`src/rtl/mem_rd_stream_pkg.sv`:
```
// Shared types and helpers for the mem_rd_stream block-memory read streamer.
package mem_rd_stream_pkg;

  typedef enum logic [1:0] {
    IDLE,
    RUN,
    DRAIN
  } state_t;

  // Address increment that wraps at the memory depth (DEPTH need not be a power of two).
  function automatic int unsigned wrap_inc(input int unsigned a, input int unsigned depth);
    return (a + 1 >= depth) ? 0 : a + 1;
  endfunction

endpackage

```
`src/rtl/mem_rd_stream_skid_fifo2.sv`:
```
// Two-entry synchronous FIFO with async reset; push and pop may coincide, even when full.
module skid_fifo2 #(
  parameter int unsigned W = 33
) (
  input  logic         clk,
  input  logic         rst,
  input  logic         i_push,
  input  logic [W-1:0] i_din,
  input  logic         i_pop,
  output logic [W-1:0] o_dout,
  output logic [1:0]   o_occ
);

  logic [W-1:0] r_mem [2];
  logic         r_wr;
  logic         r_rd;
  logic [1:0]   r_occ;
  logic         w_pop;
  logic         w_push;

  assign w_pop  = i_pop && (r_occ != 2'd0);
  assign w_push = i_push && ((r_occ != 2'd2) || w_pop);

  always_ff @(posedge clk or posedge rst) begin
    if (rst) begin
      r_mem[0] <= '0;
      r_mem[1] <= '0;
      r_wr     <= 1'b0;
      r_rd     <= 1'b0;
      r_occ    <= '0;
    end else begin
      if (w_push) begin
        r_mem[r_wr] <= i_din;
        r_wr        <= ~r_wr;
      end
      if (w_pop) r_rd <= ~r_rd;
      case ({w_push, w_pop})
        2'b10:   r_occ <= r_occ + 2'd1;
        2'b01:   r_occ <= r_occ - 2'd1;
        default: r_occ <= r_occ;
      endcase
    end
  end

  assign o_dout = r_mem[r_rd];
  assign o_occ  = r_occ;

endmodule

```
`src/rtl/mem_rd_stream.sv`:
```
// Streams len words from a 1-cycle-latency block memory as valid/ready with last.
// Optional macro MEM_RD_STREAM_LOOP_EN: repeat the pass until stop, adding the stop input.
module mem_rd_stream
  import mem_rd_stream_pkg::*;
#(
  parameter int unsigned WIDTH = 32,
  parameter int unsigned DEPTH = 512,
  parameter int unsigned LW    = $clog2(DEPTH) + 1,
  localparam int unsigned AW   = $clog2(DEPTH)
) (
  input  logic             clk,
  input  logic             rst,
  input  logic             start,
  input  logic [AW-1:0]    base_addr,
  input  logic [LW-1:0]    len,
`ifdef MEM_RD_STREAM_LOOP_EN
  input  logic             stop,
`endif
  output logic             busy,
  output logic             done,
  output logic             mem_en,
  output logic [AW-1:0]    mem_addr,
  input  logic [WIDTH-1:0] mem_dout,
  output logic [WIDTH-1:0] m_data,
  output logic             m_valid,
  input  logic             m_ready,
  output logic             m_last
);

  typedef struct packed {
    logic             last;
    logic [WIDTH-1:0] data;
  } entry_t;

  state_t        r_state, w_state_nxt;
  logic [AW-1:0] r_addr, w_addr_nxt, r_base;
  logic [LW-1:0] r_len, r_issued, w_issued_nxt;
  logic          r_inflight, r_inflight_last;
  logic          r_done, w_done_nxt;
  logic [1:0]    w_occ;
  entry_t        w_head, w_push_entry;
  logic          w_pop, w_issue, w_issue_last, w_final_pop, w_stop;

  assign w_pop        = m_valid & m_ready;
  // Issue only if the word can still land in the FIFO, counting this cycle's pop.
  assign w_issue      = (r_state == RUN) &&
                        (({1'b0, w_occ} + {2'b00, r_inflight}) < (3'd2 + {2'b00, w_pop}));
  assign w_issue_last = (r_issued == r_len - LW'(1));
  // Final word is the only one left anywhere in the pipe when it is popped in DRAIN.
  assign w_final_pop  = (r_state == DRAIN) && w_pop && w_head.last &&
                        (w_occ == 2'd1) && !r_inflight;

`ifdef MEM_RD_STREAM_LOOP_EN
  logic r_stop_req, w_stop_req_nxt;
  assign w_stop = r_stop_req | stop;
`else
  assign w_stop = 1'b1;
`endif

  always_comb begin
    w_state_nxt  = r_state;
    w_addr_nxt   = r_addr;
    w_issued_nxt = r_issued;
    w_done_nxt   = 1'b0;
`ifdef MEM_RD_STREAM_LOOP_EN
    w_stop_req_nxt = r_stop_req;
`endif
    case (r_state)
      IDLE: begin
        if (start) begin
          if (len != '0) begin
            w_state_nxt  = RUN;
            w_addr_nxt   = base_addr;
            w_issued_nxt = '0;
`ifdef MEM_RD_STREAM_LOOP_EN
            w_stop_req_nxt = 1'b0;
`endif
          end else begin
            w_done_nxt = 1'b1;
          end
        end
      end
      RUN: begin
`ifdef MEM_RD_STREAM_LOOP_EN
        if (stop) w_stop_req_nxt = 1'b1;
`endif
        if (w_issue) begin
          w_addr_nxt   = AW'(wrap_inc(32'(r_addr), DEPTH));
          w_issued_nxt = r_issued + LW'(1);
          if (w_issue_last) begin
            if (w_stop) begin
              w_state_nxt = DRAIN;
            end else begin
              w_addr_nxt   = r_base;
              w_issued_nxt = '0;
            end
          end
        end
      end
      DRAIN: begin
        if (w_final_pop) begin
          w_state_nxt = IDLE;
          w_done_nxt  = 1'b1;
        end
      end
      default: w_state_nxt = IDLE;
    endcase
  end

  always_ff @(posedge clk or posedge rst) begin
    if (rst) begin
      r_state         <= IDLE;
      r_addr          <= '0;
      r_base          <= '0;
      r_len           <= '0;
      r_issued        <= '0;
      r_inflight      <= 1'b0;
      r_inflight_last <= 1'b0;
      r_done          <= 1'b0;
`ifdef MEM_RD_STREAM_LOOP_EN
      r_stop_req      <= 1'b0;
`endif
    end else begin
      r_state         <= w_state_nxt;
      r_addr          <= w_addr_nxt;
      r_issued        <= w_issued_nxt;
      r_inflight      <= w_issue;
      r_inflight_last <= w_issue & w_issue_last;
      r_done          <= w_done_nxt;
`ifdef MEM_RD_STREAM_LOOP_EN
      r_stop_req      <= w_stop_req_nxt;
`endif
      if (r_state == IDLE && start) begin
        r_base <= base_addr;
        r_len  <= len;
      end
    end
  end

  assign w_push_entry = '{last: r_inflight_last, data: mem_dout};

  skid_fifo2 #(
    .W($bits(entry_t))
  ) u_fifo (
    .clk   (clk),
    .rst   (rst),
    .i_push(r_inflight),
    .i_din (w_push_entry),
    .i_pop (w_pop),
    .o_dout(w_head),
    .o_occ (w_occ)
  );

  assign busy     = (r_state != IDLE);
  assign done     = r_done;
  assign mem_en   = w_issue;
  assign mem_addr = r_addr;
  assign m_valid  = (w_occ != 2'd0);
  assign m_data   = w_head.data;
  assign m_last   = w_head.last;

endmodule

```
`config.mk`:
```
export PLATFORM = sky130hd
export DESIGN_NAME = mem_rd_stream
export DESIGN_NICKNAME = d
export VERILOG_FILES = /design/src/rtl/mem_rd_stream_pkg.sv /design/src/rtl/mem_rd_stream_skid_fifo2.sv /design/src/rtl/mem_rd_stream.sv
export SDC_FILE = /design/constraint.sdc
export NUM_CORES = 1
export LEC_CHECK = 0
export ABC_AREA = 1
export CAP_MARGIN = 10
export CORE_AREA = 2 2 103 105
export CTS_BUF_LIST = sky130_fd_sc_hd__clkbuf_8
export DETAILED_ROUTE_END_ITERATION = 16
export DIE_AREA = 0 0 105 107
export GPL_ROUTABILITY_DRIVEN = 0
export PLACE_DENSITY = 0.79
export SYNTH_ARGS = -nofsm -noshare
export SYNTH_HDL_FRONTEND = slang
export SYNTH_SLANG_ARGS = --single-unit
export TNS_END_PERCENT = 5
```
`constraint.sdc`:
```
create_clock -name clk -period 4.1 [get_ports clk]
set_input_delay 0.82 -clock clk [delete_from_list [all_inputs] [get_ports clk]]
set_output_delay 0.82 -clock clk [all_outputs]
set_load 0.01 [all_outputs]
```
==> summary.md, run 1 <==
| Metric | Value |
|---|---|
| Outcome | `finished, final reports clean` |
| Setup CP Type | `input pin to primary output` |
| Routed vias | `4426` |
| CP Max Fanout | `4` |
| CP required | `3.28 ns` |
| Die area | `0.0112 mm2` |
| Slew @ Worst Pin | `1.10 ns` |
| Crit path cell chain | `clkdlybuf4s50_1, nand2_2, o21ai_0, nand2_1, nor2_1, clkdlybuf4s50_1` |
| Fillers | `882` |
| Cell family with most CP delay | `buffers and inverters` |
| Detail Route Antenna Nets | `0` |
| Worst-path clk slew | `0.10 ns` |
| MaxCap Viol Count | `0` |
| RSZ-0062 raised after global routing | `no` |
| Sequential power share | `34.6%` |
| Hold Crit Class | `flop to flop` |
| Net Switching | `2.28 mW` |
| Clock sink count | `104` |
| Syn-to-layout area delta | `23.8%` |
| Internal power | `3.08 mW` |
| Switching share of power | `42.5%` |
| WHS | `0.492 ns` |
| Root Buffer | `clkbuf_8` |
| Row count | `37` |
| Fmax | `307 MHz` |
| DR vias/cell | `5.14` |
| Setup crit end kind | `primary output` |
| Worst Setup Start Kind | `input pin` |
| TritonCTS Buffers | `9` |
| Post-DP HPWL | `8300 um` |
| Mapped cell area | `0.00532 mm2` |
| Total power per unit cell area | `813 mW/mm2` |
| Ys Warns | `0` |
| First-pass GRT wire length | `20000 um` |
| Post-Syn Nets | `691` |
| Initial DRC Count | `151` |
| Most frequent CP cell | `clkdlybuf4s50_1` |
| Final hold vios | `0` |
| Reg-to-reg setup timing slack | `1.79 ns` |
| Setup Skew | `0.0156 ns` |
| Clk_lat worst skew | `0.36 ns` |
| Post-route setup TNS | `0 ns` |
| H-tree depth | `3` |
| Tmin final | `3.26 ns` |
| CP arrival | `2.44 ns` |
| CP bufs+invs | `2` |
| NumNets Final | `784` |
| Cts repair resizes | `0` |
| Inserted Diodes | `0` |
| 1st-pass router iterations | `4` |
| Initial core utilization | `52.7%` |
| Gr usage total | `21.6%` |
| Initial antenna violation count | `0` |
| CTS tree | `done` |
| Synthesis-stage register bit count | `104` |
| Routed WL | `11500 um` |
| Core Util, Final | `65.3%` |
| Hold-fix buffers at CTS | `0` |
| Sequential share of the synthesized area | `48.9%` |
| Grt total ovfl | `0` |
| Core region area | `0.0101 mm2` |
| # DRC | `0` |
| Leakage power | `3.15 nW` |
| DIE HEIGHT | `107 um` |
| Crit-path max cell delay | `0.58 ns` |
| Highest-count cells in the layout ignoring fill and taps | `172 x nand2_1, 104 x dfrtp_1, 100 x clkdlybuf4s50_1, 77 x o21ai_0, 74 x inv_1` |
| Worst VDD drop | `0.686 mV` |
| Syn Area/Cell | `8.49 um2` |
| Vias in the first global route | `4463` |
| Number of distinct library cells after synthesis | `29` |
| Share of cells above drive strength 1 | `10.5%` |
| Wire per inst | `13.4 um` |
| Die width | `105 um` |
| Mapped Cells | `627` |
| Final Cycle Share | `79.5%` |
| Max Root-Sink Buffers | `2` |
| Slew HR | `26.5%` |
| Setup violators final | `0` |
| Clk pwr share | `11.4%` |
| Most common cell after layout, fill and taps aside | `nand2_1` |
| Comb power frac | `54.0%` |
| Largest net degree at the start of global routing | `68` |
| Slowest CP cell | `clkdlybuf4s50_1` |
| Post-CTS Setup Repair Bufs | `0` |
| Port Buffers | `100` |
| Slew Limit Fails | `0` |
| Io pins | `101` |
[per-layer routing]
metal / wire, um / GRT usage, % / share of wire (%)
met4: 140 / 6.00 / 1.2
met5: 0 / 0 / 0
met1: 5230 / 27.3 / 45
met2: 5700 / 38.4 / 49
met3: 452 / 3.53 / 3.9
[cells by family (layout without fill, tap and decap cells)]
family	Yosys count	after routing	synth area share, %
muxes	33	33	6.98
AOI/OAI and AO/OA	100	100	10.3
adders and majority gates	9	9	2.12
xor gates and xnor gates	21	21	3.46
buffers and inverters	103	201	8.30
and+or+nand+nor	257	257	19.9
DFF	104	104	48.9
[tightest hold or removal path: stages (launching register included)]
cell and delay [ns]:
dfrtp_1 0.36, nand2_1 0.05, o21ai_0 0.05
[path summary, 6_finish.rpt]
| check | start | to | cells past startpoint |
|---|---|---|---|
| worst max register to register | u_fifo.o_occ[0]$_DFFE_PP0P_ | u_fifo.r_mem[26]$_DFFE_PP0P_ | 8 |
| worst max-delay path | m_ready | mem_en | 6 |
| max in group asynchronous | rst | u_fifo.r_mem[61]$_DFFE_PP0P_ | 3 |
| worst min register to register | u_fifo.r_mem[30]$_DFFE_PP0P_ | u_fifo.r_mem[30]$_DFFE_PP0P_ | 2 |
| min in group asynchronous | rst | r_len[2]$_DFFE_PP0P_ | 2 |
| worst min-delay path | u_fifo.r_mem[30]$_DFFE_PP0P_ | u_fifo.r_mem[30]$_DFFE_PP0P_ | 2 |
[area by class of cell]
type	instances	area, um2	share of cell area [%]
inverters	79	302	4.58
clock buffers	9	124	1.88
clock inverters	7	61.3	0.930
well taps	136	170	2.58
repair buffers	106	1050	15.9
flip-flops and latches	104	2600	39.5
multi-input cells	420	2280	34.7
[flip-flops by register name, indices dropped and copies added, names as in the netlist]
name             flops
u_fifo.o_occ         2
r_issued            10
done                 1
mem_addr             9
r_state              2
r_inflight_last      1
u_fifo.r_wr          1
u_fifo.r_mem        66
r_len               10
r_inflight           1
u_fifo.r_rd          1
[Yosys cell counts]
master    instances  area (um2)
nand4_1           8        50.1
nand2_1         172         646
nor2_4            1        11.3
clkbuf_1          9        33.8
nand3_1          25         125
dfrtp_1         104        2600
xor2_1           15         131
inv_4             1        6.26
o21ai_0          77         385
or2_1             1        6.26
inv_2             4        15.0
xnor2_1           6        52.6
nor3_1            6        30.0
nand2_4           2        22.5
ha_1              9         113
inv_1            74         278
buf_6             5        56.3
o21ai_1           4        20.0
nor2_1           38         143
a21oi_1           5        25.0
buf_2             9        45.0
nand2_2           1        6.26
mux2_2           33         372
o41ai_1           1        8.76
buf_4             1        7.51
o211ai_1          3        22.5
o21ai_2          10        87.6
nand3b_1          2        15.0
or2_0             1        6.26
[power by group through the flow]
stage	Sequential [mW]	Clock (mW)	Combinational (mW)
floorplan	1.78	0	2.01
global placement	1.84	0	2.81
detailed placement	1.87	0	2.90
CTS	1.85	0.631	2.92
global route	1.92	0.673	3.24
finish	1.85	0.611	2.89
[metrics by stage]
step / instance area [um2] / instances / worst slack, ns / power (mW)
after floorplan: 5320 / 627 / 0.548 / 3.78
after global placement: 6400 / 845 / 0.884 / 4.65
after detailed placement: 6400 / 845 / 0.895 / 4.77
after CTS: 6590 / 861 / 0.833 / 5.40
after global routing: 6590 / 861 / 0.740 / 5.83
final: 6590 / 861 / 0.840 / 5.36
Note: power is estimated with default switching activity, not from simulation.
==> run 2: changes to the inputs <==
==> constraint.sdc (replaced) <==
create_clock -name clk -period 3.4 [get_ports clk]
set_input_delay 0.68 -clock clk [delete_from_list [all_inputs] [get_ports clk]]
set_output_delay 0.68 -clock clk [all_outputs]
set_load 0.01 [all_outputs]
==> run 2 against run 1 <==
Sequential share of layout area down 0.097 points; count of clock-buffer cells in the layout stayed put; clock skew fell by 0.0075 ns; via count shrank 0.95%; register-to-register slack got worse by 0.69 ns; first-iteration DRC count up 11%; sequential cell count unchanged; hold slack lost 0.0016 ns; largest cell class unchanged; highest routed layer unchanged.
==> summary.md, run 2 (synthesis gave the netlist of run 1 again) <==
| Metric | Value |
|---|---|
| Fillers | `871` |
| RSZ-0062 raised after global routing | `no` |
| Post-route cell area | `0.00661 mm2` |
| CP required | `2.72 ns` |
| Slew @ Worst Pin | `1.08 ns` |
| Core region area | `0.0101 mm2` |
| Clock sink count | `104` |
| Die area | `0.0112 mm2` |
| Setup crit end kind | `primary output` |
| Slew Limit Fails | `0` |
| Crit-path max cell delay | `0.57 ns` |
| Outcome | `finished, final reports clean` |
| Tmin final | `2.93 ns` |
| Setup violators final | `0` |
| Setup CP Type | `input pin to primary output` |
| Wire per inst | `13.2 um` |
| Io pins | `101` |
| Root Buffer | `clkbuf_8` |
| Worst-path clk slew | `0.09 ns` |
| Largest net degree at the start of global routing | `105` |
| Most flops, register | `u_fifo.r_mem` |
| Detail Route Antenna Nets | `0` |
| Cell family with most CP delay | `buffers and inverters` |
| Port Buffers | `100` |
| MaxCap Viol Count | `0` |
| Grt total ovfl | `0` |
| Crit path cell chain | `clkdlybuf4s50_1, nand2_2, o21ai_0, nand2_1, nor2_1, clkdlybuf4s50_1` |
| Initial antenna violation count | `0` |
| NumNets Final | `783` |
| Row count | `37` |
| Syn-to-layout area delta | `24.1%` |
| CP arrival | `2.25 ns` |
| Routed vias | `4384` |
| DIE HEIGHT | `107 um` |
| Hold Crit Class | `flop to flop` |
| Post-CTS Setup Repair Bufs | `0` |
| Highest-count cells in the layout ignoring fill and taps | `172 x nand2_1, 104 x dfrtp_1, 100 x clkdlybuf4s50_1, 77 x o21ai_0, 73 x inv_1` |
| CTS tree | `done` |
| Cell Area, Placed | `0.00641 mm2` |
| H-tree depth | `3` |
| First-pass GRT wire length | `19400 um` |
| Hold-fix buffers at CTS | `0` |
| Max Root-Sink Buffers | `2` |
| Largest registers | `u_fifo.r_mem: 66 flops, r_issued: 10 flops, r_len: 10 flops` |
| Routed WL | `11400 um` |
| Final hold vios | `0` |
| CP Max Fanout | `4` |
| Cts repair resizes | `0` |
| Fmax | `341 MHz` |
| Worst VDD drop | `0.811 mV` |
| Post-route setup TNS | `0 ns` |
| Most common cell after layout, fill and taps aside | `nand2_1` |
| TritonCTS Buffers | `9` |
| Die width | `105 um` |
| Max reg flops | `66` |
| Clk_lat worst skew | `0.37 ns` |
| Total power per unit cell area | `981 mW/mm2` |
| Gr usage total | `21.3%` |
| # DRC | `0` |
| Most frequent CP cell | `clkdlybuf4s50_1` |
| Inserted Diodes | `0` |
| Final Cycle Share | `86.2%` |
| 1st-pass router iterations | `5` |
| Post-DP HPWL | `7940 um` |
| Leakage power | `3.14 nW` |
| Share of cells above drive strength 1 | `10.5%` |
| Initial DRC Count | `167` |
| Slew HR | `27.8%` |
| CP bufs+invs | `2` |
| Vias in the first global route | `4258` |
| Setup Skew | `0.00805 ns` |
| DR vias/cell | `5.10` |
| Slowest CP cell | `clkdlybuf4s50_1` |
| Initial core utilization | `52.7%` |
| Worst Setup Start Kind | `input pin` |
run 2: changes by cell type in the layout (fill, tap and decap cells not counted):
cell        before  now
buf_12           0    1
buf_4            6    4
bufinv_16        0    1
clkinv_2         0    3
clkinv_4         1    0
clkinvlp_4       0    3
inv_1           74   73
inv_4            2    1
inv_6            3    0
inv_8            2    1
run 2: final cells by class:
cell class	instances	area, um2	area share [%]
repair buffers	105	1050	15.9
multi-input cells	420	2280	34.6
flip-flops and latches	104	2600	39.4
inverters	79	303	4.58
well taps	136	170	2.58
clock buffers	9	124	1.88
clock inverters	7	71.3	1.08
run 2: final timing paths:
| path | start | endpoint | slack (ns) | cells after the start |
|---|---|---|---|---|
| max | m_ready | mem_en | 0.47 | 6 |
| max reg2reg | u_fifo.o_occ[0]$_DFFE_PP0P_ | u_fifo.r_mem[56]$_DFFE_PP0P_ | 1.10 | 8 |
| min in group asynchronous | rst | u_fifo.r_mem[60]$_DFFE_PP0P_ | 0.80 | 3 |
| min reg2reg | u_fifo.r_mem[46]$_DFFE_PP0P_ | u_fifo.r_mem[46]$_DFFE_PP0P_ | 0.49 | 2 |
| min | u_fifo.r_mem[46]$_DFFE_PP0P_ | u_fifo.r_mem[46]$_DFFE_PP0P_ | 0.49 | 2 |
| max in group asynchronous | rst | u_fifo.r_mem[2]$_DFFE_PP0P_ | 2.18 | 3 |
run 2: worst register-to-register path, cell delays in order (launching register included):
cell	delay, ns
dfrtp_1	0.44
inv_1	0.11
ha_1	0.16
inv_2	0.05
nand2_2	0.08
nand2_1	0.08
nand2_1	0.11
or2_2	0.85
o21ai_0	0.24
run 2: metal layers:
layer | track usage, % | routed length (um) | vias up
li1 | - | - | 2184
met1 | 28.0 | 5170 | 2077
met2 | 35.8 | 5550 | 108
met3 | 3.04 | 457 | 15
met4 | 8.67 | 208 | 0
met5 | 0 | 0 | -
run 2: through the flow:
stage | total power, mW | instances | hold slack, ns | utilization [%] | setup WS (ns)
5_1_grt | 7.04 | 860 | 0.511 | 65.4 | 0.366
3_5_place_dp | 5.74 | 844 | 0.469 | 63.5 | 0.473
6_report | 6.48 | 860 | 0.490 | 65.4 | 0.470
4_1_cts | 6.54 | 860 | 0.491 | 65.4 | 0.452
3_3_place_gp | 5.59 | 844 | 0.461 | 63.5 | 0.468
2_1_floorplan | 4.56 | 627 | 0.448 | - | 1.43
run 2: power breakdown:
group          switching [mW]  leakage, nW  internal, mW
Sequential              0.417         1.29          1.82
Clock                   0.432       0.0969         0.342
Combinational            1.86         1.75          1.62
Total                    2.71         3.14          3.78
==> run 3: changes to the inputs <==
--- a/config.mk
+++ b/config.mk
@@ -7,13 +7,13 @@
 export LEC_CHECK = 0
 export ABC_AREA = 1
 export CAP_MARGIN = 10
-export CORE_AREA = 2 2 103 105
-export CTS_BUF_LIST = sky130_fd_sc_hd__clkbuf_8
+export CORE_AREA = 2 2 108 110
 export DETAILED_ROUTE_END_ITERATION = 16
-export DIE_AREA = 0 0 105 107
+export DIE_AREA = 0 0 110 112
 export GPL_ROUTABILITY_DRIVEN = 0
-export PLACE_DENSITY = 0.79
+export PLACE_DENSITY = 0.78
 export SYNTH_ARGS = -nofsm -noshare
 export SYNTH_HDL_FRONTEND = slang
+export SYNTH_HIERARCHICAL = 1
 export SYNTH_SLANG_ARGS = --single-unit
 export TNS_END_PERCENT = 5
==> run 3 against run 2 <==
Worst setup slack worse by 0.21 ns; combinational power is 12% higher; sequential cell count stayed put; sequential share of layout area is 3.1 points lower; critical path type is now flop to primary output; largest power group unchanged.
==> summary.md, run 3 <==
| Metric | Value |
|---|---|
| Outcome | `finished, final reports clean` |
| Detail Route Antenna Nets | `0` |
| Max reg flops | `66` |
| Gr usage total | `25.7%` |
| Worst Setup Start Kind | `flop` |
| Leading area contributor after synthesis | `dfrtp_1` |
| Hold Crit Class | `flop to flop` |
| Inserted Diodes | `0` |
| Wire per inst | `14.6 um` |
| CTS tree | `done` |
| RSZ-0062 raised after global routing | `no` |
| Tmin final | `3.14 ns` |
| Hold-fix buffers at CTS | `0` |
| Most used DFF post-synth | `dfrtp_1` |
| Comb power frac | `54.3%` |
| 1st-pass router iterations | `5` |
| # DRC | `0` |
| Main combinational cell family by area after synthesis | `simple AND/OR/NAND/NOR gates` |
| Largest registers | `u_fifo/r_mem: 66 flops, r_issued: 10 flops, r_len: 10 flops` |
| Syn Area/Cell | `7.39 um2` |
| Setup CP Type | `flop to primary output` |
| Sequential share of the synthesized area | `44.1%` |
| MaxCap Viol Count | `0` |
| Compound-Gate Fraction of Synth Area | `4.17%` |
| Most common cell in the netlist | `nand2_1` |
| TritonCTS Buffers | `9` |
| Largest net degree at the start of global routing | `71` |
| CP arrival | `2.46 ns` |
| Ys async rst share | `100%` |
| Setup slack at placement | `0.403 ns` |
| Leakage power | `3.63 nW` |
| Clk_lat worst skew | `0.35 ns` |
| Synthesis-stage register bit count | `104` |
| Slew Limit Fails | `0` |
| Synth Area in Simple Gates | `40.0%` |
| Highest-count cells in the layout ignoring fill and taps | `347 x nand2_1, 103 x dfrtp_1, 100 x clkdlybuf4s50_1, 75 x nand4_1, 53 x inv_1` |
| Mapped Cells | `799` |
| Top cells by area, synth | `dfrtp_1 44%, nand2_1 22%, nand4_1 7.9%` |
| Post-synth EDFFs | `0` |
| Sequential power share | `31.4%` |
| Post-route setup TNS | `0 ns` |
| Met2 global-route usage | `42.4%` |
| Io pins | `101` |
| NumNets Final | `935` |
| CP required | `2.72 ns` |
| Share of cells above drive strength 1 | `5.69%` |
| Clock sink count | `104` |
| Most frequent CP cell | `nand2_1` |
| Post-route cell area | `0.00717 mm2` |
| First-pass GRT wire length | `25400 um` |
| Met3 Track Usage GR | `2.81%` |
| Die area | `0.0123 mm2` |
| Slew @ Worst Pin | `1.14 ns` |
| Initial core utilization | `52.9%` |
| Net Switching | `3.26 mW` |
| Final hold vios | `0` |
| Post-Syn Nets | `860` |
| Hold Crit Start | `u_fifo/r_mem[20]$_DFFE_PP0P_` |
| Max Root-Sink Buffers | `2` |
| CP bufs+invs | `2` |
| XOR/XNOR Fraction of Synth Area | `1.93%` |
| Cts repair resizes | `0` |
| Setup Skew | `0.00580 ns` |
| DIE HEIGHT | `112 um` |
| Internal power | `3.90 mW` |
| Mapped cell area | `0.00591 mm2` |
| Slew HR | `23.9%` |
| Vias in the first global route | `5423` |
| Root Buffer | `clkbuf_16` |
| Row count | `39` |
| Most flops, register | `u_fifo/r_mem` |
| Synth top area share | `44.1%` |
| Cell Area, Placed | `0.00688 mm2` |
| Synth Area in Adders | `1.27%` |
| Post-route setup slack | `0.256 ns` |
| Post-CTS Setup Repair Bufs | `0` |
| Slowest CP cell | `clkinv_1` |
| Final Cycle Share | `92.5%` |
| Worst-path clk slew | `0.07 ns` |
| Cell family with most CP delay | `buffers and inverters` |
| Port Buffers | `100` |
| Clk pwr share | `14.3%` |
| Initial antenna violation count | `0` |
| Initial DRC Count | `374` |
| Ys Warns | `6` |
| Post-DP HPWL | `9770 um` |
| Mux contribution to synthesized area | `0%` |
| Fmax | `318 MHz` |
| Crit-path max cell delay | `0.88 ns` |
| RR Startpoint | `u_fifo/r_rd$_DFFE_PP0P_` |
| CP Max Fanout | `34` |
| Syn-to-layout area delta | `21.3%` |
| Routed WL | `15000 um` |
| Core region area | `0.0112 mm2` |
| DR vias/cell | `5.48` |
| Setup crit end kind | `primary output` |
| Total power per unit cell area | `998 mW/mm2` |
| H-tree depth | `3` |
| Worst VDD drop | `0.525 mV` |
| Most common cell after layout, fill and taps aside | `nand2_1` |
| Met1 usage | `34.2%` |
| Number of distinct library cells after synthesis | `38` |
| Crit path from | `u_fifo/r_rd$_DFFE_PP0P_` |
| Top Usage Layer GRT | `met2` |
| Routed vias | `5597` |
| Die width | `110 um` |
| Grt total ovfl | `0` |
| Crit path cell chain | `clkinv_1, nand2_1, nand2_1, clkdlybuf4s50_1` |
| Synth top cells by count | `347 x nand2_1, 104 x dfrtp_1, 75 x nand4_1` |
| Switching share of power | `45.6%` |
| Setup violators final | `0` |
[run 3: cell count changes after synthesis, sizes merged, moves of 3 or more]
cell	previous run	this run
nand2	175	354
nand4	8	75
o21ai	91	27
mux2	33	0
inv	79	58
buf	15	35
nand3	25	45
a21oi	5	10
xor2	15	10
nor2	39	43
ha	9	6
o211ai	3	0
xnor2	6	3
[run 3: stage by stage]
| stage | utilization (%) | instances | power (mW) | hold slack (ns) |
|---|---|---|---|---|
| detailed placement | 61.5 | 1006 | 6.12 | 0.458 |
| CTS | 64.1 | 1022 | 7.17 | 0.475 |
| floorplan | - | 799 | 4.92 | 0.442 |
| finish | 64.1 | 1022 | 7.16 | 0.473 |
| global route | 64.1 | 1022 | 7.77 | 0.489 |
| global placement | 61.5 | 1006 | 5.99 | 0.453 |
[run 3: power by group through the flow]
stage,Clock [mW],Sequential [mW],Combinational (mW)
detailed placement,0,2.25,3.87
floorplan,0,2.17,2.75
finish,1.02,2.25,3.88
global route,1.10,2.32,4.35
CTS,1.04,2.24,3.89
global placement,0,2.23,3.76
[run 3: worst min-delay path, cell delays in order, from the launching register on]
cell	delay [ns]
dfrtp_1	0.35
nand2_1	0.05
nand2_1	0.05
[run 3: final timing paths]
| path | slack (ns) | endpoint | depth (start not counted) |
|---|---|---|---|
| setup / recovery | 0.26 | m_data[28] | 4 |
| hold / removal | 0.47 | u_fifo/r_mem[20]$_DFFE_PP0P_ | 2 |
| setup reg to reg | 1.16 | r_state[1]$_DFFE_PP0P_ | 9 |
| hold reg to reg | 0.47 | u_fifo/r_mem[20]$_DFFE_PP0P_ | 2 |
| max in group asynchronous | 1.87 | r_len[7]$_DFFE_PP0P_ | 3 |
| min in group asynchronous | 0.76 | u_fifo/r_mem[9]$_DFFE_PP0P_ | 3 |
[run 3: cell families (layout without fill, tap and decap cells)]
family          count (synthesis)  after routing
flops                         104            104
fa+ha+maj                       6              6
compound gates                 41             41
buf+inv                       103            183
simple gates                  532            532
xor+xnor                       13             13
[run 3: cell type report]
cell class,count,area (um2)
Fill cell,974,4010
Tap cell,143,179
Sequential cell,104,2600
Clock buffer,11,233
Inverter,59,221
Timing Repair Buffer,108,1070
Clock inverter,5,56.3
Multi-Input combinational cell,592,2800
[run 3: layer usage]
metal  share of wire [%]  wire length (um)  vias to the layer above
li1                    -                 -                     2730
met1                  42              6270                     2634
met2                  50              7470                      208
met3                 6.3               940                       25
met4                 1.9               286                        0
met5                   0                 0                        -
